[src/rtl/btn_pkg.sv]
// btn_pkg: shared types and default parameters for the button conditioner.
// The state enum and the defaults are used by btn_debounce_channel and btn_conditioner.
package btn_pkg;

  // Per-channel debounce FSM states.
  typedef enum logic [1:0] {
    IDLE      = 2'd0,  // level 0, input quiet
    ARMING    = 2'd1,  // level 0, counting a candidate press
    HELD      = 2'd2,  // level 1, input steady
    RELEASING = 2'd3   // level 1, counting a candidate release
  } btn_state_t;

  localparam int DEFAULT_SYNC_STAGES   = 2;
  localparam int DEFAULT_DEBOUNCE_BITS = 16;
  localparam int DEFAULT_REPEAT_BITS   = 24;

  // The debounced level is high in both states that follow an accepted press.
  function automatic logic level_of(btn_state_t st);
    return (st == HELD) || (st == RELEASING);
  endfunction

endpackage

[src/rtl/btn_debounce_channel.sv]
// btn_debounce_channel: synchronizer, debounce FSM and registered strobes for one button.
// A level change needs 2**DEBOUNCE_BITS consecutive contrary synchronized samples.
// Optional feature macro: BTN_AUTOREPEAT_EN adds a press auto-repeat every 2**REPEAT_BITS
// cycles while the button is held.
module btn_debounce_channel
  import btn_pkg::*;
#(
  parameter int SYNC_STAGES   = DEFAULT_SYNC_STAGES,
  parameter int DEBOUNCE_BITS = DEFAULT_DEBOUNCE_BITS,
  parameter int REPEAT_BITS   = DEFAULT_REPEAT_BITS
) (
  input  logic clk,
  input  logic reset,
  input  logic btn_raw,
  output logic btn_level,
  output logic btn_press,
  output logic btn_release
);

  // Reject configurations the synchronizer and counters cannot support.
  if (SYNC_STAGES < 2) begin : g_bad_sync
    $error("btn_debounce_channel: SYNC_STAGES must be at least 2");
  end
  if (DEBOUNCE_BITS < 1 || REPEAT_BITS < 1) begin : g_bad_width
    $error("btn_debounce_channel: counter widths must be at least 1");
  end

  // Window end: the counter is compared against D-1 and so never wraps.
  localparam logic [DEBOUNCE_BITS-1:0] CNT_LAST = '1;
  localparam logic [DEBOUNCE_BITS-1:0] CNT_ONE  = DEBOUNCE_BITS'(1);

  logic [SYNC_STAGES-1:0]   sync_q;
  logic                     s;
  btn_state_t               state_q, state_d;
  logic [DEBOUNCE_BITS-1:0] cnt_q, cnt_d;
  logic                     press_q, press_d;
  logic                     release_q, release_d;
  logic                     rpt_fire;

  assign s = sync_q[SYNC_STAGES-1];

  // Shift the asynchronous pin through the synchronizer chain.
  always_ff @(posedge clk) begin
    // NOTE: sequential state uses non-blocking assignments so every flop samples pre-edge values.
    if (reset) begin
      sync_q <= '0;
    end else begin
      sync_q <= {sync_q[SYNC_STAGES-2:0], btn_raw};
    end
  end

  // Next-state, window counter and strobe decode for the debounce FSM.
  always_comb begin
    // NOTE: every output of this block gets a default first, so no path can infer a latch.
    state_d   = state_q;
    cnt_d     = cnt_q;
    press_d   = 1'b0;
    release_d = 1'b0;
    case (state_q)
      IDLE: begin
        if (s) begin
          state_d = ARMING;
          cnt_d   = CNT_ONE;
        end
      end
      ARMING: begin
        if (!s) begin
          state_d = IDLE;        // glitch: discard the partial window
          cnt_d   = '0;
        end else if (cnt_q == CNT_LAST) begin
          state_d = HELD;
          cnt_d   = '0;
          press_d = 1'b1;
        end else begin
          cnt_d = cnt_q + 1'b1;
        end
      end
      HELD: begin
        if (!s) begin
          state_d = RELEASING;
          cnt_d   = CNT_ONE;
        end
      end
      RELEASING: begin
        if (s) begin
          state_d = HELD;        // release bounce: still held
          cnt_d   = '0;
        end else if (cnt_q == CNT_LAST) begin
          state_d   = IDLE;
          cnt_d     = '0;
          release_d = 1'b1;
        end else begin
          cnt_d = cnt_q + 1'b1;
        end
      end
      default: begin
        state_d = IDLE;
        cnt_d   = '0;
      end
    endcase
  end

`ifdef BTN_AUTOREPEAT_EN
  localparam logic [REPEAT_BITS-1:0] RPT_LAST = '1;

  logic [REPEAT_BITS-1:0] rpt_q, rpt_d;

  // Repeat timer: runs while the level is high and clears when the channel returns to IDLE,
  // so it never fires in the same cycle as the release strobe.
  always_comb begin
    rpt_d    = '0;
    rpt_fire = 1'b0;
    if (level_of(state_q) && (state_d != IDLE)) begin
      if (rpt_q == RPT_LAST) begin
        rpt_fire = 1'b1;
      end else begin
        rpt_d = rpt_q + 1'b1;
      end
    end
  end

  // Repeat timer register.
  always_ff @(posedge clk) begin
    if (reset) begin
      rpt_q <= '0;
    end else begin
      rpt_q <= rpt_d;
    end
  end
`else
  assign rpt_fire = 1'b0;
`endif

  // FSM state, window counter and registered strobes.
  always_ff @(posedge clk) begin
    // NOTE: synchronous reset clears every register here; there is no memory array to exempt.
    if (reset) begin
      state_q   <= IDLE;
      cnt_q     <= '0;
      press_q   <= 1'b0;
      release_q <= 1'b0;
    end else begin
      state_q   <= state_d;
      cnt_q     <= cnt_d;
      press_q   <= press_d | rpt_fire;
      release_q <= release_d;
    end
  end

  assign btn_level   = level_of(state_q);
  assign btn_press   = press_q;
  assign btn_release = release_q;

endmodule

[src/rtl/btn_conditioner.sv]
// btn_conditioner: BTN_COUNT independent debounce channels for the board push-buttons.
// Produces debounced levels and single-cycle press/release strobes per button.
// Optional feature macro: BTN_AUTOREPEAT_EN (press auto-repeat while held).
module btn_conditioner
  import btn_pkg::*;
#(
  parameter int BTN_COUNT     = 4,
  parameter int SYNC_STAGES   = DEFAULT_SYNC_STAGES,
  parameter int DEBOUNCE_BITS = DEFAULT_DEBOUNCE_BITS,
  parameter int REPEAT_BITS   = DEFAULT_REPEAT_BITS
) (
  input  logic                 clk,
  input  logic                 reset,
  input  logic [BTN_COUNT-1:0] btn_raw,
  output logic [BTN_COUNT-1:0] btn_level,
  output logic [BTN_COUNT-1:0] btn_press,
  output logic [BTN_COUNT-1:0] btn_release
);

  // One identical channel per button; no cross-channel interaction.
  for (genvar i = 0; i < BTN_COUNT; i++) begin : g_ch
    btn_debounce_channel #(
      .SYNC_STAGES  (SYNC_STAGES),
      .DEBOUNCE_BITS(DEBOUNCE_BITS),
      .REPEAT_BITS  (REPEAT_BITS)
    ) u_ch (
      .clk        (clk),
      .reset      (reset),
      .btn_raw    (btn_raw[i]),
      .btn_level  (btn_level[i]),
      .btn_press  (btn_press[i]),
      .btn_release(btn_release[i])
    );
  end

endmodule
[config.mk]
export PLATFORM = sky130hd
export DESIGN_NAME = btn_conditioner
export DESIGN_NICKNAME = d
export VERILOG_FILES = /design/src/rtl/btn_pkg.sv /design/src/rtl/btn_debounce_channel.sv /design/src/rtl/btn_conditioner.sv
export SDC_FILE = /design/constraint.sdc
export NUM_CORES = 1
export LEC_CHECK = 0
export ABC_AREA = 1
export CAP_MARGIN = 20
export CELL_PAD_IN_SITES_DETAIL_PLACEMENT = 1
export CELL_PAD_IN_SITES_GLOBAL_PLACEMENT = 2
export CORE_UTILIZATION = 37
export DETAILED_ROUTE_END_ITERATION = 6
export PLACE_DENSITY = 0.94
export REMOVE_ABC_BUFFERS = 1
export SETUP_SLACK_MARGIN = 0.2
export SLEW_MARGIN = 20
export SYNTH_ARGS = -nofsm -noshare
export SYNTH_HDL_FRONTEND = slang
export SYNTH_SLANG_ARGS = --single-unit
[constraint.sdc]
create_clock -name clk -period 4.43 [get_ports clk]
set_clock_uncertainty 0.1 [all_clocks]
set_input_delay 0.886 -clock clk [delete_from_list [all_inputs] [get_ports clk]]
set_output_delay 0.886 -clock clk [all_outputs]
set_load 0.005 [all_outputs]
==> run_results.csv, run 1 <==
group,metric,value,unit
outcome,status,"completed",
placed_design,dpl.cell_count,907,
global_route,grt.overflow.total,0,
sta,tightest_slew,0.686,ns
floorplan,chipHeight,117,um
placed_design,routabilityCongestion,0.796,
sta,max_freq,433,MHz
critical_path,crit_chain,"clkdlybuf4s50_1",
floorplan,rows,41,
synthesis,ys_seq_elements,88,
clock_tree,cts_setup_buffers,0,
power_and_ir_drop,irDropWorstVdd,0.000184,V
synthesis,async_flop_share,0,
sta,final.hold.worst_slack,0.303,ns
floorplan,core,12700,um2
clock_tree,h-tree-depth,3,
layout,syn_to_final_growth,10.3,%
synthesis,synth_flop_cell,"dfxtp_1",
synthesis,ys_types,34,
power_and_ir_drop,p_leak,1.86,nW
clock_tree,numCtsBuffers,9,
power_and_ir_drop,power_density,330,nW/um2
sta,report.final.slew_viol_count,0,
placed_design,dpl.hpwl,8830,um
hold_path,hp-class,"register to register",
sta,rsz0062_at_grt,"false",
drt,drt_iter0_markers,174,
floorplan,die_area,13600,um2
layout,fin_cells,924,
clock_tree,cts.path.max_buffers,2,
synthesis,synth_area,4860,um2
drt,ant_nets,0,
global_route,grt_pass1_vias,4540,
clock_tree,cts_sinks,88,
clock_tree,ctsResizeCount,0,
sta,min_period_over_period,0.521,
critical_path,arrival,1.32,ns
sta,layout_min_cycle_time,2.31,ns
sta,hold_viol,0,
critical_path,slowest_delay,0.54,ns
synthesis,syn_area_per_cell,6.48,um2
power_and_ir_drop,finalPower,1.77,mW
drt,wl_per_cell,13.5,um
synthesis,synth_edf_count,0,
clock_tree,clkLatencyLatePin,0.35,ns
sta,setup_viol,0,
global_route,grt_pass1_wl,20700,um
layout,antennaDiodeCount,0,
sta,max_slew_margin,0.542,
critical_path,cp_top_family,"buffers and inverters",
drt,drc,0,
drt,routed_wl,12500,um
layout,fin_nets,757,
critical_path,critPathLaunchType,"register",
sta,fin_tns_setup,0,ns
critical_path,crit_buf_inv,1,
floorplan,io_pins,18,
clock_tree,cts_tree,"built",
floorplan,initial_core_util,0.382,
critical_path,critPathKind,"register to output port",
run,cap_violations,0,
drt,route.vias.total,4631,
critical_path,worst_setup_path_end_kind,"output port",
drt,first_pass_iters,4,
clock_tree,cts_hold_buf,0,
critical_path,critPathSlowestCell,"clkdlybuf4s50_1",
global_route,track_usage,0.195,
layout,post_route_cells_drive_above_1_share,0.0878,
critical_path,path_max_fanout,6,
global_route,antenna_found_initial,0,
clock_tree,root_buffer,"clkbuf_16",
clock_tree,worst_setup_hold_path_clk_slew,0.06,ns
synthesis,ys_warn_count,0,
drt,vias_per_cell,5.01,
floorplan,fp.dieW,117,um
critical_path,worst_ep_required_time,3.44,ns
placed_design,io_buffers,17,
synthesis,ys_seq_area_frac,0.363,
global_route,grt_start_max_net_pins,55,
synthesis,synthCells,749,
## cells in the mapped netlist (2+ instances only)
cell type  count  area, um2
nor2_1        97        364
buf_2          4       20.0
clkbuf_1      10       37.5
nand3b_1       4       30.0
xnor2_1        5       43.8
inv_2          6       22.5
ha_1           4       50.1
o21bai_1       2       15.0
nor2_2        12       75.1
xor2_1         9       78.8
dfxtp_1       88       1760
nor3_1         9       45.0
nor3_2         2       20.0
nor2_4         6       67.6
a21oi_2        4       35.0
buf_6          3       33.8
nand2_1      235        882
nand2_2        8       50.1
nand3_2        5       50.1
nand4_1       19        119
a21oi_1       51        255
o21ai_2        2       17.5
o21ai_0       36        180
buf_4         14        105
inv_1         77        289
nand3_1       29        145
## through the flow
step                 util  cell area, um2  setup WS (ns)
finish              0.421            5360           2.12
global route        0.421            5360           2.07
detailed placement  0.397            5040           1.96
floorplan               -            4660           2.70
global placement    0.397            5040           2.07
CTS                 0.419            5330           2.09
## sequential cells by signal, summed over array words and instances, names as in the netlist, named ones only
register,count
g_ch.u_ch.sync_q,8
g_ch.u_ch.state_q,4
g_ch.u_ch.btn_release,4
g_ch.u_ch.cnt_q,64
g_ch.u_ch.btn_press,4
## area by class of cell
type,instances,area (um2)
fillers,1708,7370
multi-input cells,545,2580
flip-flops and latches,88,1760
inverters,84,318
clock buffers,12,236
well taps,172,215
repair buffers,19,200
clock inverters,4,45.0
## cells by family (layout without fill, tap and decap cells)
family                   count (synthesis)  after routing  synth area share
XOR/XNOR                                14             14            0.0252
adder cells (fa/ha/maj)                  4              4            0.0103
flip-flops                              88             88             0.363
AND/OR/NAND/NOR                        428            428             0.384
AO/OA/AOI/OAI                           99             99             0.112
buffers and inverters                  116            119             0.107
## layout by cell type (no fill, tap or decap), drive strengths merged
cell type        n
o21a             1
buf              3
a211oi           1
xor2             9
ha               4
clkinv           4
a21oi           56
xnor2            5
o21ai           38
nand3           34
nor2           115
nand3b           4
dfxtp           88
o21bai           2
nor3            11
clkdlybuf4s50   16
inv             83
nand4           19
or2              2
nand2          243
bufinv           1
o211ai           1
clkbuf          12
## final timing paths
kind	to	slack (ns)	start	depth (start not counted)
max	btn_level[0]	2.12	register	1
min reg2reg	g_ch[3].u_ch.sync_q[1]	0.30	g_ch[3].u_ch.sync_q[0]	2
max reg2reg	register	2.44	g_ch[2].u_ch.cnt_q[0]	9
min	g_ch[3].u_ch.sync_q[1]	0.30	g_ch[3].u_ch.sync_q[0]	2
## routing by layer
layer | routed length (um) | GRT usage
met4 | 160 | 0.0650
met2 | 6280 | 0.353
met5 | 0 | 0
met1 | 5680 | 0.222
met3 | 364 | 0.0503
## where the power goes
group          internal [mW]  switching, mW  total [mW]
Sequential             0.813         0.0258       0.839
Clock                  0.435          0.313       0.748
Combinational         0.0530          0.127       0.180
Total                   1.30          0.465        1.77
## tightest hold or removal path, delay by kind of cell (launching register included)
| family | cells | cell delay [ns] |
|---|---|---|
| flip-flops | 1 | 0.30 |
| buffers and inverters | 1 | 0.04 |
| AND/OR/NAND/NOR | 1 | 0.03 |
Power figures use the tool's default switching activity.
==> run 2, diff against run 1 <==
CORE_UTILIZATION = 34   (was 37)
PLACE_DENSITY = 0.88   (was 0.94)
clock period = 2.18 ns   (was 4.43 ns; I/O delays follow)
==> run 2 against run 1 <==
Compared with the run above: clock-buffer cell count is 2 lower; via count is 2.2% lower; global-route usage shrank 1.1 points; flip-flop and latch count unchanged; non-clock buffer count rose by 2; highest routed layer unchanged; die area up 8.7%; register-to-register slack got worse by 2.0 ns; critical path type unchanged; clock power rose by 140%; critical path depth is the same; largest power group is now the clock network; first-iteration DRC count increased by 0.57%.
==> run_results.csv, run 2 (synthesis results as in run 1) <==
group,metric,value,unit
global_route,grt.overflow.total,0,
power_and_ir_drop,finalPower,3.85,mW
sta,max_freq,538,MHz
layout,layout_commonest_cell,"nand2_1",
critical_path,cp_top_family,"buffers and inverters",
critical_path,arrival,1.32,ns
power_and_ir_drop,p_leak,1.88,nW
critical_path,worst-r2r-cell-count,9,
floorplan,die_area,14800,um2
floorplan,fp.dieW,122,um
clock_tree,cts_setup_buffers,0,
critical_path,critical_path_depth,1,
hold_path,hold_depth,2,
global_route,antenna_found_initial,0,
layout,final_cell_mix,"nand2_1 (235), nor2_1 (95), dfxtp_1 (87), inv_1 (77), a21oi_1 (51)",
power_and_ir_drop,power_density,708,nW/um2
critical_path,crit_buf_inv,1,
sta,rsz0062_at_grt,"true",
clock_tree,h-tree-depth,3,
drt,wl_per_cell,13.5,um
drt,drt_iter0_markers,175,
layout,antennaDiodeCount,0,
placed_design,dpl.hpwl,9090,um
clock_tree,ctsResizeCount,0,
outcome,status,"completed",
critical_path,crit_chain,"clkdlybuf4s50_1",
layout,largest_reg_flops,64,
sta,hold_viol,0,
floorplan,io_pins,18,
critical_path,critPathLaunchType,"register",
sta,min_period_over_period,0.853,
sta,fin_tns_setup,0,ns
drt,routed_wl,12600,um
drt,vias_per_cell,4.85,
layout,fillers,1815,
drt,first_pass_iters,4,
sta,setup_viol,0,
sta,tightest_slew,0.561,ns
floorplan,chipHeight,122,um
power_and_ir_drop,irDropWorstVdd,0.000465,V
critical_path,critPathSlowestCell,"clkdlybuf4s50_1",
floorplan,rows,43,
global_route,track_usage,0.184,
run,cap_violations,0,
clock_tree,numCtsBuffers,9,
global_route,grt_pass1_wl,21600,um
drt,ant_nets,0,
global_route,grt_pass1_vias,4634,
sta,report.final.slew_viol_count,0,
drt,drc,0,
clock_tree,worst_setup_hold_path_clk_slew,0.06,ns
clock_tree,cts_sinks,88,
critical_path,worst_ep_required_time,1.64,ns
critical_path,worst_setup_path_end_kind,"output port",
placed_design,routabilityCongestion,0.807,
global_route,grt_start_max_net_pins,45,
layout,syn_to_final_growth,12.0,%
layout,largest_register,"g_ch.u_ch.cnt_q",
critical_path,path_max_fanout,5,
clock_tree,cts_tree,"built",
floorplan,core,13900,um2
critical_path,critPathKind,"register to output port",
critical_path,slowest_delay,0.55,ns
clock_tree,root_buffer,"clkbuf_16",
clock_tree,cts.path.max_buffers,2,
sta,layout_min_cycle_time,1.86,ns
floorplan,initial_core_util,0.349,
placed_design,io_buffers,17,
layout,fin_nets,759,
hold_path,hp-class,"register to register",
clock_tree,clkLatencyLatePin,0.34,ns
clock_tree,cts_hold_buf,0,
drt,route.vias.total,4529,
layout,post_route_cells_drive_above_1_share,0.0943,
layout,top_regs,"g_ch.u_ch.cnt_q x64, g_ch.u_ch.sync_q x8",
sta,max_slew_margin,0.623,
==> run 2: metrics by stage <==
stage	worst slack [ns]	instances	hold WS (ns)	instance area (um2)	utilization
detailed placement	0.233	918	0.301	5090	0.365
global placement	0.317	918	0.294	5090	0.365
CTS	0.219	933	0.310	5430	0.389
floorplan	0.585	717	0.288	4660	-
global route	0.188	933	0.329	5440	0.390
finish	0.321	933	0.306	5440	0.390
==> run 2: path summary, 6_finish.rpt <==
check | slack [ns] | end | start
min | 0.31 | g_ch[2].u_ch.sync_q[1] | g_ch[2].u_ch.sync_q[0]
max | 0.32 | btn_level[1] | register
max reg2reg | 0.41 | register | g_ch[2].u_ch.cnt_q[0]
min reg2reg | 0.31 | g_ch[2].u_ch.sync_q[1] | g_ch[2].u_ch.sync_q[0]
==> run 2: cell type report <==
type	count	area, um2	share of cell area
clock buffer	10	229	0.0421
inverter	84	318	0.0584
sequential	88	1760	0.324
multi-input combinational	545	2590	0.476
tap	180	225	0.0414
timing repair buffer	21	208	0.0382
clock inverter	5	106	0.0196
==> run 2: report_power, final <==
group          internal, mW  switching, mW
Combinational         0.114          0.257
Sequential             1.65         0.0522
Clock                  1.12          0.659
==> run 2: routing by layer <==
metal  vias to the layer above  track usage  wire length (um)
li1                       2349            -                 -
met1                      2146        0.226              6140
met2                        29        0.324              6110
met3                         5       0.0437               285
met4                         0       0.0370                88
met5                         -            0                 0
==> run 2: tightest hold or removal path, stage by stage (launching register included) <==
cell and delay [ns]:
dfxtp_1 0.30, inv_1 0.04, nor2_1 0.03
==> run 3, diff against run 2 <==
GPL_TIMING_DRIVEN = 0   (was default)
==> run 3 against run 2 <==
Compared with the run above: via count is essentially flat; first-iteration DRC count grew 5.1%; fmax down 0.25%; final area up 0.39%; non-clock buffer count decreased by 4; critical path depth unchanged; register-to-register slack worse by 0.05 ns; sequential power about the same; total power increased by 5.8%; critical path type unchanged; largest power group unchanged; highest routed layer unchanged.
==> run_results.csv, run 3 (synthesis results as in run 1) <==
group,metric,value,unit
outcome,status,"completed",
clock_tree,numCtsBuffers,9,
critical_path,cp_top_family,"buffers and inverters",
floorplan,die_area,14800,um2
drt,route.vias.total,4530,
critical_path,reg2reg_from,"g_ch[3].u_ch.cnt_q[0]",
sta,max_freq,537,MHz
layout,antennaDiodeCount,0,
floorplan,rows,43,
sta,report.final.slew_viol_count,0,
floorplan,chipHeight,122,um
global_route,antenna_found_initial,0,
clock_tree,clkLatencyLatePin,0.35,ns
power_and_ir_drop,p_leak,1.91,nW
layout,top_regs,"g_ch.u_ch.cnt_q x64, g_ch.u_ch.sync_q x8",
floorplan,core,13900,um2
global_route,grt_pass1_vias,4649,
layout,fin_util,0.392,
sta,layout_min_cycle_time,1.86,ns
floorplan,initial_core_util,0.349,
clock_tree,cts_tree,"built",
global_route,track_usage,0.181,
power_and_ir_drop,finalPower,4.08,mW
drt,ant_nets,0,
clock_tree,cts.path.max_buffers,2,
layout,final_cell_mix,"nand2_1 (235), nor2_1 (94), dfxtp_1 (88), inv_1 (76), a21oi_1 (51)",
drt,drt_iter0_markers,184,
placed_design,routabilityCongestion,0.780,
layout,largest_reg_flops,64,
clock_tree,h-tree-depth,3,
layout,post_route_cells_drive_above_1_share,0.0920,
hold_path,hp-class,"register to register",
critical_path,crit_buf_inv,1,
sta,rsz0062_at_grt,"false",
critical_path,critPathLaunchType,"register",
run,cap_violations,0,
layout,syn_to_final_growth,12.4,%
critical_path,critPathSlowestCell,"clkdlybuf4s50_1",
layout,largest_register,"g_ch.u_ch.cnt_q",
hold_path,hp-start,"g_ch[1].u_ch.sync_q[0]",
power_and_ir_drop,irDropWorstVdd,0.000381,V
critical_path,worst_setup_path_end_kind,"output port",
critical_path,slowest_delay,0.54,ns
global_route,grt_pass1_wl,21300,um
critical_path,arrival,1.33,ns
layout,fin_nets,755,
drt,wl_per_cell,13.3,um
clock_tree,cts_sinks,88,
critical_path,critPathKind,"register to output port",
sta,setup_viol,0,
critical_path,worst_ep_required_time,1.64,ns
drt,routed_wl,12300,um
drt,drc,0,
floorplan,io_pins,18,
floorplan,fp.dieW,122,um
sta,tightest_slew,0.691,ns
clock_tree,worst_setup_hold_path_clk_slew,0.06,ns
sta,max_slew_margin,0.539,
power_and_ir_drop,power_density,746,nW/um2
layout,layout_commonest_cell,"nand2_1",
drt,vias_per_cell,4.87,
global_route,grt.overflow.total,0,
sta,hold_viol,0,
drt,first_pass_iters,4,
placed_design,io_buffers,17,
placed_design,dpl.hpwl,8580,um
global_route,grt_start_max_net_pins,56,
critical_path,path_max_fanout,6,
clock_tree,cts_hold_buf,0,
critical_path,crit_chain,"clkdlybuf4s50_1",
clock_tree,root_buffer,"clkbuf_16",
sta,min_period_over_period,0.855,
run 3: cell type report:
cell class	instances	area, um2
clock buffer	10	229
clock inverter	6	155
fill	1805	8470
inverter	84	318
multi-input combinational	545	2600
sequential	88	1760
tap	180	225
timing repair buffer	17	168
run 3: power breakdown:
| group | internal [mW] | leakage, nW | total [mW] | switching [mW] |
|---|---|---|---|---|
| combinational | 0.104 | 1.01 | 0.361 | 0.257 |
| sequential | 1.65 | 0.712 | 1.70 | 0.0513 |
| clock | 1.35 | 0.187 | 2.01 | 0.660 |
run 3: metal layers:
metal | wire (um) | track usage | vias to the layer above
li1 | - | - | 2339
met5 | 0 | 0 | -
met1 | 5950 | 0.221 | 2145
met4 | 140 | 0.0440 | 0
met2 | 5970 | 0.313 | 35
met3 | 281 | 0.0489 | 11
run 3: metrics by stage:
| stage | setup WS, ns | hold slack (ns) | setup TNS (ns) | instance area [um2] | std cells |
|---|---|---|---|---|---|
| 2_1_floorplan | 0.585 | 0.288 | 0 | 4660 | 717 |
| 3_3_place_gp | -2.54 | 0.291 | -123.55 | 5050 | 914 |
| 3_5_place_dp | 0.111 | 0.297 | 0 | 5050 | 914 |
| 4_1_cts | 0.295 | 0.306 | 0 | 5440 | 930 |
| 5_1_grt | 0.188 | 0.327 | 0 | 5460 | 930 |
| 6_report | 0.317 | 0.305 | 0 | 5460 | 930 |
run 3: what timing repair did:
item	4_1_cts	5_1_grt
buffers inserted	0	0
gates cloned	0	0
gates resized for setup	2	4
setup endpoints to repair	4	6
run 3: path summary, 6_finish.rpt:
path,to,slack [ns],cells after the start
worst max-delay path,btn_level[2],0.32,1
worst min-delay path,g_ch[1].u_ch.sync_q[1],0.31,2
worst max register to register,g_ch[3].u_ch.cnt_q[14],0.36,9
worst min register to register,g_ch[1].u_ch.sync_q[1],0.31,2
==> edit (flow settings as in run 2) <==
Add a define of `BTN_AUTOREPEAT_EN`.
--- a/src/rtl/btn_debounce_channel.sv
+++ b/src/rtl/btn_debounce_channel.sv
@@ -2,6 +2,8 @@
 // A level change needs 2**DEBOUNCE_BITS consecutive contrary synchronized samples.
 // Optional feature macro: BTN_AUTOREPEAT_EN adds a press auto-repeat every 2**REPEAT_BITS
 // cycles while the button is held.
+`define BTN_AUTOREPEAT_EN
+
 module btn_debounce_channel
   import btn_pkg::*;
 #(
Formal check against the unedited RTL: same outputs for any inputs over 10 cycles, from zero or initial values and one cycle with reset high; that may be too few to reach the edited logic, so the function may still have changed.
==> edit against run 2 <==
Sequential share of layout area increased by 1.7 points. Hold slack improved by 0.0016 ns. Count of clock-buffer cells in the layout increased by 8. Design area increased by 99%. Synthesized area increased by 97%. Clock power increased by 71%. Critical path depth unchanged. Sequential cell count increased by 96. Power increased by 70%. Routed wire length increased by 83%. Fmax decreased by 0.69%. Largest cell class unchanged. Worst setup slack got worse by 0.013 ns.
==> edit: results (changes against run 2) <==
* Outcome: completed (unchanged)
* TritonCTS buffer count at 17 (was 9)
* Global routing usage on met3 at 2.64% (was 4.37%)
* RD Place Congestion at 0.780 (was 0.807)
* Seq/Total Area, Yosys at 38.5% (was 36.3%)
* Arr. time, crit path at 1.34 ns (was 1.32 ns)
* Biggest regs: g_ch.u_ch.rpt_q: 96 flops, g_ch.u_ch.cnt_q: 64 flops (was g_ch.u_ch.cnt_q: 64 flops, g_ch.u_ch.sync_q: 8 flops)
* Vias in the first global route at 8627 (was 4634)
* Post-cts repair resize count at 4 (was 0)
* Met1 WL at 11.1 mm (was 6.14 mm)
* Met3 WL at 351 um (was 285 um)
* H-tree depth at 4 (was 3)
* Routed wl met2 at 11.4 mm (was 6.11 mm)
* Routed WL at 23.1 mm (was 12.6 mm)
* Post-Synth XOR/XNOR Area at 8.14% (was 2.52%)
* Largest net degree at the start of global routing at 50 (was 45)
* Final HPWL DP at 16.5 mm (was 9.09 mm)
* Leak pwr at 3.80 nW (was 1.88 nW)
* Initial DRC Count at 338 (was 175)
* Crit path largest cell delay at 0.51 ns (was 0.55 ns)
* Synth cell types at 39 (was 34)
* Top post-synthesis cells by area: dfxtp_1 39%, nand2_1 14%, nor2_1 10%, inv_1 7.3%, xor2_1 5.5% (was dfxtp_1 36%, nand2_1 18%, nor2_1 7.5%, inv_1 6.0%, a21oi_1 5.3%)
* Post-synthesis compound-gate area fraction at 4.02% (was 11.2%)
* Routed via count at 8513 (was 4529)
* Clk slew on worst S/H paths at 0.08 ns (was 0.06 ns)
## edit: cell types whose count changed after synthesis, moves of 8 or more
cell / delta
xor2_1: +51
xnor2_1: +22
nor3_1: +25
o21ai_0: -19
dfxtp_1: +96
nand2_1: +127
nor2_1: +170
inv_1: +110
nand2_2: -8
nor2_2: -8
nand3b_1: +15
nand3_1: +67
## edit: path summary, 6_finish.rpt
path	start	end	slack, ns	depth (start not counted)
hold reg to reg	g_ch[3].u_ch.sync_q[0]	g_ch[3].u_ch.sync_q[1]	0.31	2
setup / recovery	g_ch[0].u_ch.state_q[1]	btn_level[0]	0.31	1
hold / removal	g_ch[3].u_ch.sync_q[0]	g_ch[3].u_ch.sync_q[1]	0.31	2
setup reg to reg	g_ch[2].u_ch.cnt_q[1]	g_ch[2].u_ch.rpt_q[19]	0.33	8
## edit: per-stage QoR
step / worst slack [ns] / hold slack (ns) / utilization [%] / cells / instance area, sq um
2_1_floorplan: 0.336 / 0.288 / - / 1375 / 9280
4_1_cts: 0.165 / 0.313 / 38.5 / 1820 / 10700
3_3_place_gp: 0.241 / 0.289 / 36.5 / 1788 / 10100
5_1_grt: 0.190 / 0.332 / 39.1 / 1831 / 10800
3_5_place_dp: 0.120 / 0.300 / 36.5 / 1788 / 10100
6_report: 0.308 / 0.308 / 39.1 / 1831 / 10800
## edit: layout make-up
cell class	instances	share of cell area (%)
inverters	189	6.56
repair buffers	43	3.78
clock inverters	14	1.21
clock buffers	18	4.06
well taps	378	4.37
multi-input cells	1005	45.9
flip-flops and latches	184	34.1
## edit: power breakdown
part           internal (mW)  switching [mW]  leakage (nW)
combinational         0.0364          0.0824          2.03
clock                   1.55            1.50         0.282
sequential              3.37          0.0103          1.49
